<file path="config.mk">
export PLATFORM = sky130hd
export DESIGN_NAME = mire_writer
export DESIGN_NICKNAME = d
export VERILOG_FILES = /design/src/rtl/mire_writer.sv
export SDC_FILE = /design/constraint.sdc
export NUM_CORES = 1
export LEC_CHECK = 0
export ABC_AREA = 0
export BUFFER_PORTS_ARGS = -buffer_cell sky130_fd_sc_hd__buf_2
export CAP_MARGIN = 20
export CORE_AREA = 3 3 82 84
export CTS_BUF_LIST = sky130_fd_sc_hd__clkbuf_4 sky130_fd_sc_hd__clkbuf_8
export DETAILED_ROUTE_END_ITERATION = 16
export DIE_AREA = 0 0 85 87
export PLACE_DENSITY = 0.81
export REMOVE_ABC_BUFFERS = 1
export SYNTH_ARGS = -nofsm -noshare
export SYNTH_HDL_FRONTEND = slang
export SYNTH_SLANG_ARGS = --single-unit
</file>
<file path="constraint.sdc">
create_clock -name wshb_clk -period 2.7 [get_ports wshb_clk]
set_input_delay 0.405 -clock wshb_clk [delete_from_list [all_inputs] [get_ports wshb_clk]]
set_output_delay 0.405 -clock wshb_clk [all_outputs]
set_load 0.005 [all_outputs]
</file>
<file path="src/rtl/mire_writer.sv">
// rtl/mire_writer.sv - Wishbone master that paints a white grid test pattern into a frame buffer
module mire_writer #(
    parameter int HDISP        = 800,
    parameter int VDISP        = 480,
    parameter int GRID_LOG2    = 4,
    parameter int YIELD_PERIOD = 64
) (
    input  logic        wshb_clk,
    input  logic        wshb_rst,
    input  logic        start,
    output logic        busy,
    output logic        done,
    output logic [31:0] adr,
    output logic [31:0] dat_ms,
    output logic [3:0]  sel,
    output logic        we,
    output logic        cyc,
    output logic        stb,
    input  logic        ack,
    output logic [2:0]  cti,
    output logic [1:0]  bte
);
    localparam int XW = (HDISP > 1) ? $clog2(HDISP) : 1;
    localparam int YW = (VDISP > 1) ? $clog2(VDISP) : 1;
    localparam int CW = $clog2(YIELD_PERIOD + 1);
    localparam logic [31:0] GRID_MASK = 32'((1 << GRID_LOG2) - 1);

    typedef enum logic [1:0] {S_IDLE, S_WRITE, S_YIELD, S_DONE} state_t;

    state_t          r_state;
    logic [XW-1:0]   r_x;
    logic [YW-1:0]   r_y;
    logic [CW-1:0]   r_yield;
    logic [31:0]     r_adr;
    logic [31:0]     r_dat;
    logic [3:0]      r_sel;
    logic            r_we;
    logic            r_cyc;
    logic            r_stb;
    logic            r_busy;
    logic            r_done;

    logic            w_last_x;
    logic            w_last_pix;
    logic            w_yield_hit;
    logic [XW-1:0]   w_nx;
    logic [YW-1:0]   w_ny;

    function automatic logic [31:0] grid_color(input logic [XW-1:0] x, input logic [YW-1:0] y);
        return (((32'(x) & GRID_MASK) == 32'd0) || ((32'(y) & GRID_MASK) == 32'd0))
               ? 32'h00FF_FFFF : 32'h0000_0000;
    endfunction

    assign w_last_x    = (r_x == XW'(HDISP - 1));
    assign w_last_pix  = w_last_x && (r_y == YW'(VDISP - 1));
    assign w_nx        = w_last_x ? '0 : r_x + 1'b1;
    assign w_ny        = w_last_x ? r_y + 1'b1 : r_y;
    assign w_yield_hit = (CW'(r_yield + 1'b1) == CW'(YIELD_PERIOD));

    // Address advances linearly by one word per accepted write, which equals 4*(y*HDISP+x).
    always_ff @(posedge wshb_clk) begin
        if (wshb_rst) begin
            r_state <= S_IDLE;
            r_x     <= '0;
            r_y     <= '0;
            r_yield <= '0;
            r_adr   <= '0;
            r_dat   <= '0;
            r_sel   <= '0;
            r_we    <= 1'b0;
            r_cyc   <= 1'b0;
            r_stb   <= 1'b0;
            r_busy  <= 1'b0;
            r_done  <= 1'b0;
        end else begin
            case (r_state)
                S_IDLE: begin
                    if (start) begin
                        r_state <= S_WRITE;
                        r_x     <= '0;
                        r_y     <= '0;
                        r_yield <= '0;
                        r_adr   <= '0;
                        r_dat   <= grid_color('0, '0);
                        r_sel   <= 4'b0111;
                        r_we    <= 1'b1;
                        r_cyc   <= 1'b1;
                        r_stb   <= 1'b1;
                        r_busy  <= 1'b1;
                    end
                end
                S_WRITE: begin
                    if (ack) begin
                        r_x   <= w_nx;
                        r_y   <= w_ny;
                        r_adr <= r_adr + 32'd4;
                        r_dat <= grid_color(w_nx, w_ny);
                        if (w_last_pix) begin
                            r_state <= S_DONE;
                            r_done  <= 1'b1;
                            r_sel   <= '0;
                            r_we    <= 1'b0;
                            r_cyc   <= 1'b0;
                            r_stb   <= 1'b0;
                        end else if (w_yield_hit) begin
                            r_state <= S_YIELD;
                            r_yield <= '0;
                            r_sel   <= '0;
                            r_we    <= 1'b0;
                            r_cyc   <= 1'b0;
                            r_stb   <= 1'b0;
                        end else begin
                            r_yield <= r_yield + 1'b1;
                        end
                    end
                end
                S_YIELD: begin
                    r_state <= S_WRITE;
                    r_sel   <= 4'b0111;
                    r_we    <= 1'b1;
                    r_cyc   <= 1'b1;
                    r_stb   <= 1'b1;
                end
                S_DONE: begin
                    r_state <= S_IDLE;
                    r_done  <= 1'b0;
                    r_busy  <= 1'b0;
                end
                default: r_state <= S_IDLE;
            endcase
        end
    end

    assign busy   = r_busy;
    assign done   = r_done;
    assign adr    = r_adr;
    assign dat_ms = r_dat;
    assign sel    = r_sel;
    assign we     = r_we;
    assign cyc    = r_cyc;
    assign stb    = r_stb;
    assign cti    = 3'b000;
    assign bte    = 2'b00;
endmodule

</file>
Word level (Yosys, flattened, before mapping). Index checks and enable logic that the tools add are counted.

Register bits after elaboration: 99. Input port bits: 4. Output and inout port bits: 78. Word-level logic and storage cells: 82.

Add/subtract/negate cells: 4. Eq/ne operators: 12. Multiplexer cells: 39. Reduce and logical (&&, ||, !) cells: 16.

Operator list (count): two-way mux 32 bit (4); case mux 32 bit (2 select lines) (2); logical NOT 32 bit (2); adder 32 x 3 -> 32 bit (second input constant) (1); two-way mux 10 bit (3); two-way mux 7 bit (4); two-way mux 9 bit (3); two-way mux 24 bit (1); case mux 10 bit (2 select lines) (1); case mux 9 bit (2 select lines) (1); two-way mux 4 bit (4); case mux 7 bit (2 select lines) (1); case mux 4 bit (3 select lines) (1); AND reduction 4 bit (3); adder 10 x 1 -> 10 bit (second input constant) (1); == test 10 bit (second input constant) (1); != test 2 bit (second input constant) (5); adder 9 x 1 -> 9 bit (second input constant) (1); == test 9 bit (second input constant) (1); AND reduction 3 bit (3); two-way mux 2 bit (4); case mux 2 bit (4 select lines) (1); adder 7 x 1 -> 7 bit (second input constant) (1); == test 7 bit (second input constant) (1); 12 further kinds (21).

Longest topological paths before layout. Gate-level depths: netlist of run 1.

Depth in word-level cells: 7. Mapped depth: 7. Gate-level depth less buffers: 6.

Worst setup path before layout of run 1. OpenSTA, ideal clock, no wires.

Path type: reg-to-reg. From: register r_y[0]. To: register r_yield[6]. Arrival: 1844 ps. Data required time: 2580 ps. Setup slack: 736 ps. Stages on the path, launching flop included: 7. Clock period less this slack: 1964 ps. Path through: dfxtp_1 > ha_1 > and4_1 > or4b_4 > o21ai_4 > nor3_2 > a211o_1.

Word-level cells in the longest chain between the ends: 4.

RTL lines: start: declaration (RTL line 32) `logic [YW-1:0] r_y;`; start signal: assignment (RTL line 95) `r_y <= w_ny;`; == test 9 bit (RTL line 55) `assign w_last_pix = w_last_x && (r_y == YW'(VDISP - 1));`; logical AND 1 bit (RTL line 55); != test 2 bit (no source line); AND reduction 4 bit (no source line); end signal: assignment (RTL line 113) `r_yield <= r_yield + 1'b1;`; end: declaration (RTL line 33) `logic [CW-1:0] r_yield;`.

Every way passes these cells. A chain may end at the register's enable or synchronous reset.

Worst setup path after layout of run 1. Same ends and word-level chain as after synthesis.

==> metrics.cfg, run 1 <==
[cells_and_area]
drive_gt1_frac=0.230
areaGrowthSynthToFinish_pct=10.0
final_nets=443
antenna_cells=0
final_cells=515
finish.instance_area_sq_mm=0.00367

[clock_network]
clk_pin_slew_worst_paths_ns=0.07
numCtsBuffers=9
htree_levels=3
cts.sinks=62
clock_path_buffers=2
clock_latency_ns=0.34
cts_hold_buf=0
cts_tree=built
cts_root_buf=clkbuf_8
cts_resized=0
cts_setup_buffers=0

[timing]
rsz0062_at_grt=no
fmax_ghz=0.459
slew_viol_final=0
fin_crit_ns=2.18
max_slew.worst_pin.slew_ns=0.760
slew-limit-headroom=0.490
final-hold-violation-count=0
setup_viol=0
final.period_utilization=0.807
clock_skew_ns=0.00678
tns_ns=0

[synth]
yosysTopAreaCell=dfxtp_1
synth-edff-count=0
synthTopCellsByArea=dfxtp_1, buf_4, nor2_1
synth_area_per_cell_sq_um=8.43
synthArstFlopShare=0
yosys-top-cells-count=dfxtp_1, nor2_1, buf_4
synth-seq-area-share=0.372
yosysMostFrequentCell=dfxtp_1
yosys.area.top_type_share=0.372
ys_ff_latch=62
syn_area_sq_mm=0.00334
synth_cells=396
yosys_warnings=0
synth.distinct_cells=50
ys.flop_type=dfxtp_1

[setup_path]
critPathCaptureType=register
r2r_start=r_y[0]$_SDFFE_PP0P_
cp_slowest_cell=or4b_4
critPathLaunch=r_y[0]$_SDFFE_PP0P_
path_cells=ha_1, and4_1, or4b_4, o21ai_4, nor3_2, a211o_1
crit_arrival_ns=2.40
crit_buf_inv=0
worstSetupPathType=reg -> reg
critPathRequiredTime_ns=2.92
path_max_fanout=8
cp-start-kind=register
crit_path_max_incr_delay_ns=0.54
crit_family=simple AND/OR/NAND/NOR gates

[routing]
final_antenna_net_count=0
post_drt_via_cell_ratio=5.50
drtPass1Iterations=4
via_count=2833
wl_per_cell_microns=13.4
first_iter_violations=135
drt_wl_total_mm=6.92
remaining_drc_errors=0

[power_and_ir_drop]
switching_share=0.243
clockPowerShare=0.434
powerDensity_mw_per_mm2=517
pwr-share-comb=0.072
p_int_mw=1.44
ir_worst_vdd_uv=501
p_leak_nw=1.52
pwr-share-seq=0.493
p_switching_mw=0.462

[global_routing]
grt_max_degree=26
busiest_layer=met2
grtUsageTotal=0.190
grt_pass1_wl_mm=11.6
grtUsageMet3=0.0596
met1_usage=0.227
grt_util_met2=0.334
antenna_found_initial=0
grt_pass1_vias=2565
gr-total-overflow=0

[run]
cap_violations=0

[die]
io_pins=82
num_rows=28
dieArea_sq_mm=0.00740
floorplan.core_area_sq_mm=0.00599
die_x_microns=85
start_util=0.557
die_y_microns=87

[run_status]
status=finished, final reports clean

[placed_design]
portBuffers=65
dp_hpwl_mm=4.88
place.gp.congestion=0.886
dp.cells=499
placed_cell_area_sq_mm=0.00347

[worst_hold_path]
min-delay-start=ack
hp-class=in -> reg

==> final cells by class <==
class | instances | area [sq um]
Clock inverter | 5 | 58.8
Fill cell | 525 | 2320
Sequential cell | 62 | 1240
Timing Repair Buffer | 71 | 383
Inverter | 7 | 26.3
Multi-Input combinational cell | 284 | 1720
Tap cell | 75 | 93.8
Clock buffer | 11 | 145
==> final timing paths <==
check                             to  slack [ns]  depth (start not counted)
min          r_yield[2]$_SDFFE_PP0P_        0.45                          3
max reg2reg  r_yield[6]$_SDFFE_PP0P_        0.52                          6
min reg2reg     adr[31]$_SDFFE_PP0P_        0.50                          2
max          r_yield[6]$_SDFFE_PP0P_        0.52                          6
==> cells by family after synthesis <==
group                    after synthesis  synth area share
AND/OR/NAND/NOR                      175             0.280
XOR/XNOR                              32            0.0840
multiplexers                           2           0.00600
buffers and inverters                 65             0.130
adder cells (fa/ha/maj)                4            0.0150
AO/OA/AOI/OAI                         55             0.112
flip-flops                            62             0.372
other                                  1           0.00112
==> power groups by stage <==
| stage | Combinational (mW) | Sequential (mW) | Clock (mW) |
|---|---|---|---|
| global route | 0.150 | 0.938 | 0.885 |
| floorplan | 0.0547 | 0.964 | 0 |
| finish | 0.137 | 0.937 | 0.825 |
| CTS | 0.137 | 0.937 | 0.848 |
| global placement | 0.135 | 0.957 | 0 |
| detailed placement | 0.136 | 0.957 | 0 |
==> flip-flops by register name, summed over array words and instances (netlist names) <==
name and count:
done 1, dat_ms 1, adr 30, r_yield 7, busy 1, sel 1, r_y 9, r_state 2
r_x 10
==> worst register-to-register path, delay by kind of cell (launching register included) <==
kind | cells | cell delay (ns)
simple gates | 3 | 0.89
compound gates | 2 | 0.55
flops | 1 | 0.39
fa+ha+maj | 1 | 0.24
==> layer usage <==
metal | vias up | part of all wire
li1 | 1410 | -
met1 | 1335 | 0.43
met2 | 83 | 0.49
met3 | 5 | 0.069
met4 | 0 | 0.0040
met5 | - | 0
==> through the flow <==
step | utilization | power (mW) | setup slack (ns) | hold WS (ns)
global placement | 0.579 | 1.09 | 0.643 | 0.462
floorplan | - | 1.02 | 0.314 | 0.443
detailed placement | 0.579 | 1.09 | 0.541 | 0.470
finish | 0.613 | 1.90 | 0.522 | 0.449
global route | 0.613 | 1.97 | 0.417 | 0.469
CTS | 0.613 | 1.92 | 0.531 | 0.428
==> placed cells by master (no fill, tap or decap), drive strengths merged, types with 4 or more instances in the layout <==
master	netlist	routed
o21ai	16	16
nand2	27	27
ha	4	4
nand3b	5	5
conb	1	16
xnor2	10	10
nor3	10	10
and3	12	12
or3	9	9
dfxtp	62	62
nand4	17	17
buf	53	71
nor2	55	55
clkbuf	5	11
nor4	4	4
and4	7	7
nand3	17	17
a21oi	19	19
xor2	22	22
inv	7	7
No activity file was read; power rests on OpenSTA's default activity.
==> run 2, diff against run 1 <==
ABC_AREA = 1   (was 0)
CORE_AREA = 3 3 88 90   (was 3 3 82 84)
DIE_AREA = 0 0 91 93   (was 0 0 85 87)
PLACE_DENSITY = 0.78   (was 0.81)
clock period = 2.1 ns   (was 2.7 ns; I/O delays follow)
==> run 2 against run 1 <==
Setup slack got worse by 0.13 ns. Utilization fell by 3.0 points. Critical path depth rose by 4. Clock-buffer cell count rose by 1.
==> metrics.cfg, run 2 <==
[die]
start_util=0.531  ; -0.0256
num_rows=31  ; +11%
dieArea_sq_mm=0.00846  ; +14%
die_y_microns=93  ; +6.9%
io_pins=82  ; unchanged
floorplan.core_area_sq_mm=0.00714  ; +19%
die_x_microns=91  ; +7.1%

[worst_hold_path]
min-delay-start=ack
hold_depth=3  ; unchanged
min_to=r_y[8]$_SDFFE_PP0P_
hp-class=in -> reg

[cells_and_area]
largest_register_ffs=30  ; unchanged
final_common_cell=nand2_1
antenna_cells=0  ; unchanged
mostFrequentLayoutCells=nand2_1, inv_1, nor2_1
final_nets=641  ; +45%
areaGrowthSynthToFinish_pct=9.70
drive_gt1_frac=0.171  ; -0.0587

[placed_design]
portBuffers=65  ; unchanged
place.gp.congestion=0.921  ; +4.0%
dp_hpwl_mm=6.36  ; +30%

[routing]
first_iter_violations=177  ; +31%
via_count=3766  ; +33%
remaining_drc_errors=0  ; unchanged
drt_wl_total_mm=8.52  ; +23%
final_antenna_net_count=0  ; unchanged
wl_per_cell_microns=11.6  ; -14%
post_drt_via_cell_ratio=5.11  ; -7.1%
drtPass1Iterations=5  ; +1

[synth]
yosys.area.top_type_share=0.327  ; -0.0447
yosys-top-cells-count=nand2_1, inv_1, nor2_1
yosysTopAreaCell=dfxtp_1
synthTopCellsByArea=dfxtp_1, nand2_1, buf_4
synthArstFlopShare=0  ; unchanged
synth-simple-area-share=0.363  ; +0.0825
synth-seq-area-share=0.327  ; -0.0447
synth_top_family_by_area=simple AND/OR/NAND/NOR gates
yosys_warnings=0  ; unchanged
ys_ff_latch=62  ; unchanged
synth-edff-count=0  ; unchanged
synth-xor-area-share=0.0115  ; -0.0724
syn_area_sq_mm=0.00379  ; +14%
synth.area.mux_share=0  ; -0.00600
yosysMostFrequentCell=nand2_1
synth.distinct_cells=33  ; -34%
synth_cells=593  ; +50%
ys.flop_type=dfxtp_1
synth_area_per_cell_sq_um=6.40  ; -24%
synthAdderAreaFrac=0.0132  ; -0.00180
synth_compound_area_frac=0.106  ; -0.00583

[setup_path]
r2r_setup_slack_ns=0.39  ; -0.13 ns
rr_worst_depth=10  ; +4
critPathCaptureType=register
critPathRequiredTime_ns=2.38  ; -0.54 ns
path_max_fanout=6  ; -2
regToRegEndpoint=r_yield[6]$_SDFFE_PP0P_
r2r_start=r_x[0]$_SDFFE_PP0P_
worstSetupPathType=reg -> reg
cp-start-kind=register
crit_arrival_ns=1.98  ; -0.42 ns

[timing]
hold_ws_ns=0.317  ; -0.132 ns
max_slew.worst_pin.slew_ns=0.610  ; -0.150 ns
slew-limit-headroom=0.593  ; +0.103
fin_crit_ns=1.71  ; -0.472 ns
setup_viol=0  ; unchanged
slew_viol_final=0  ; unchanged
tns_ns=0  ; unchanged
final.period_utilization=0.812  ; +0.00556
fmax_ghz=0.586  ; +28%
final-hold-violation-count=0  ; unchanged
rsz0062_at_grt=no
clock_skew_ns=0.00814  ; +0.00136 ns

[clock_network]
numCtsBuffers=9  ; unchanged
cts.sinks=62  ; unchanged
cts_root_buf=clkbuf_8
cts_resized=0  ; unchanged
clock_latency_ns=0.34  ; about the same
htree_levels=3  ; unchanged
clock_path_buffers=2  ; unchanged
clk_pin_slew_worst_paths_ns=0.07  ; about the same
cts_tree=built
cts_setup_buffers=0  ; unchanged
cts_hold_buf=0  ; unchanged

[power_and_ir_drop]
ir_worst_vdd_uv=386  ; -23%
powerDensity_mw_per_mm2=650  ; +26%
p_leak_nw=1.86  ; +22%

[run]
cap_violations=0  ; unchanged

[global_routing]
grt_pass1_vias=3336  ; +30%
grtUsageTotal=0.205  ; +0.0154
grt_pass1_wl_mm=14.3  ; +24%
antenna_found_initial=0  ; unchanged
grt_max_degree=26  ; unchanged
gr-total-overflow=0  ; unchanged

[run_status]
status=finished, final reports clean

[run 2: changes by cell type after synthesis, moves of 7 or more]
| cell | delta |
|---|---|
| and3_1 | -12 |
| inv_1 | +67 |
| a21oi_1 | +21 |
| nand3_1 | +20 |
| nand2_1 | +133 |
| or3_1 | -7 |
| xnor2_1 | -8 |
| o21ai_0 | +13 |
| nor2_1 | +18 |
| nor2_2 | +7 |
| xor2_1 | -19 |
| and4_1 | -7 |
[run 2: critical path, cell delays in order (launching register included)]
cell     delay (ns)
dfxtp_1        0.32
ha_1           0.22
nand2_1        0.11
nor2_2         0.05
inv_1          0.11
nor2_4         0.07
nand2_1        0.09
nand2_1        0.07
nor2_1         0.34
nand3_1        0.12
a21oi_1        0.14
[run 2: cell type report]
class	count	area, sq um
inverters	76	285
fillers	700	2980
repair buffers	69	355
clock inverters	4	70.1
flip-flops and latches	62	1240
multi-input cells	415	1930
well taps	99	124
clock buffers	12	153
[run 2: worst max path at each step]
stage / slack [ns] / from / to / depth (start not counted)
5_1_grt: 0.20 / r_state[1]$_SDFFE_PP0P_ / r_x[7]$_SDFFE_PP0P_ / 6
6_report: 0.39 / r_x[0]$_SDFFE_PP0P_ / r_yield[6]$_SDFFE_PP0P_ / 10
3_3_place_gp: 0.42 / ack / adr[29]$_SDFFE_PP0P_ / 10
4_1_cts: 0.38 / r_state[1]$_SDFFE_PP0P_ / adr[22]$_SDFFE_PP0P_ / 8
2_1_floorplan: 0.64 / dat_ms[22]$_SDFFE_PP0P_ / dat_ms[22]$_SDFFE_PP0P_ / 2
3_5_place_dp: 0.37 / ack / adr[29]$_SDFFE_PP0P_ / 10
[run 2: cells by family (layout without fill, tap and decap cells)]
kind of cell,count (synthesis),after routing
DFF,62,62
other,1,16
and+or+nand+nor,314,314
buffers and inverters,131,161
AOI/OAI and AO/OA,76,76
xor gates and xnor gates,5,5
adders and majority gates,4,4
[run 2: where the power goes]
group / internal [mW] / switching (mW)
Clock: 0.724 / 0.468
Sequential: 1.19 / 0.0283
Combinational: 0.0979 / 0.192
Total: 2.02 / 0.688
[run 2: per-stage QoR]
| step | util | total power [mW] | area (sq um) | worst slack (ns) | std cells |
|---|---|---|---|---|---|
| after global routing | 0.583 | 2.81 | 4160 | 0.202 | 737 |
| after detailed placement | 0.552 | 1.54 | 3940 | 0.374 | 721 |
| final | 0.583 | 2.70 | 4160 | 0.394 | 737 |
| after CTS | 0.583 | 2.72 | 4160 | 0.384 | 737 |
| after global placement | 0.552 | 1.53 | 3940 | 0.417 | 721 |
| after floorplan | - | 1.40 | 3460 | 0.639 | 553 |
[run 2: metal layers]
layer,wire length (microns),track usage,up-vias,share of wire
met5,0,0,-,0
li1,-,-,1899,-
met1,3730,0.246,1680,0.44
met4,298,0.121,0,0.035
met2,3860,0.338,157,0.45
met3,631,0.0434,30,0.074
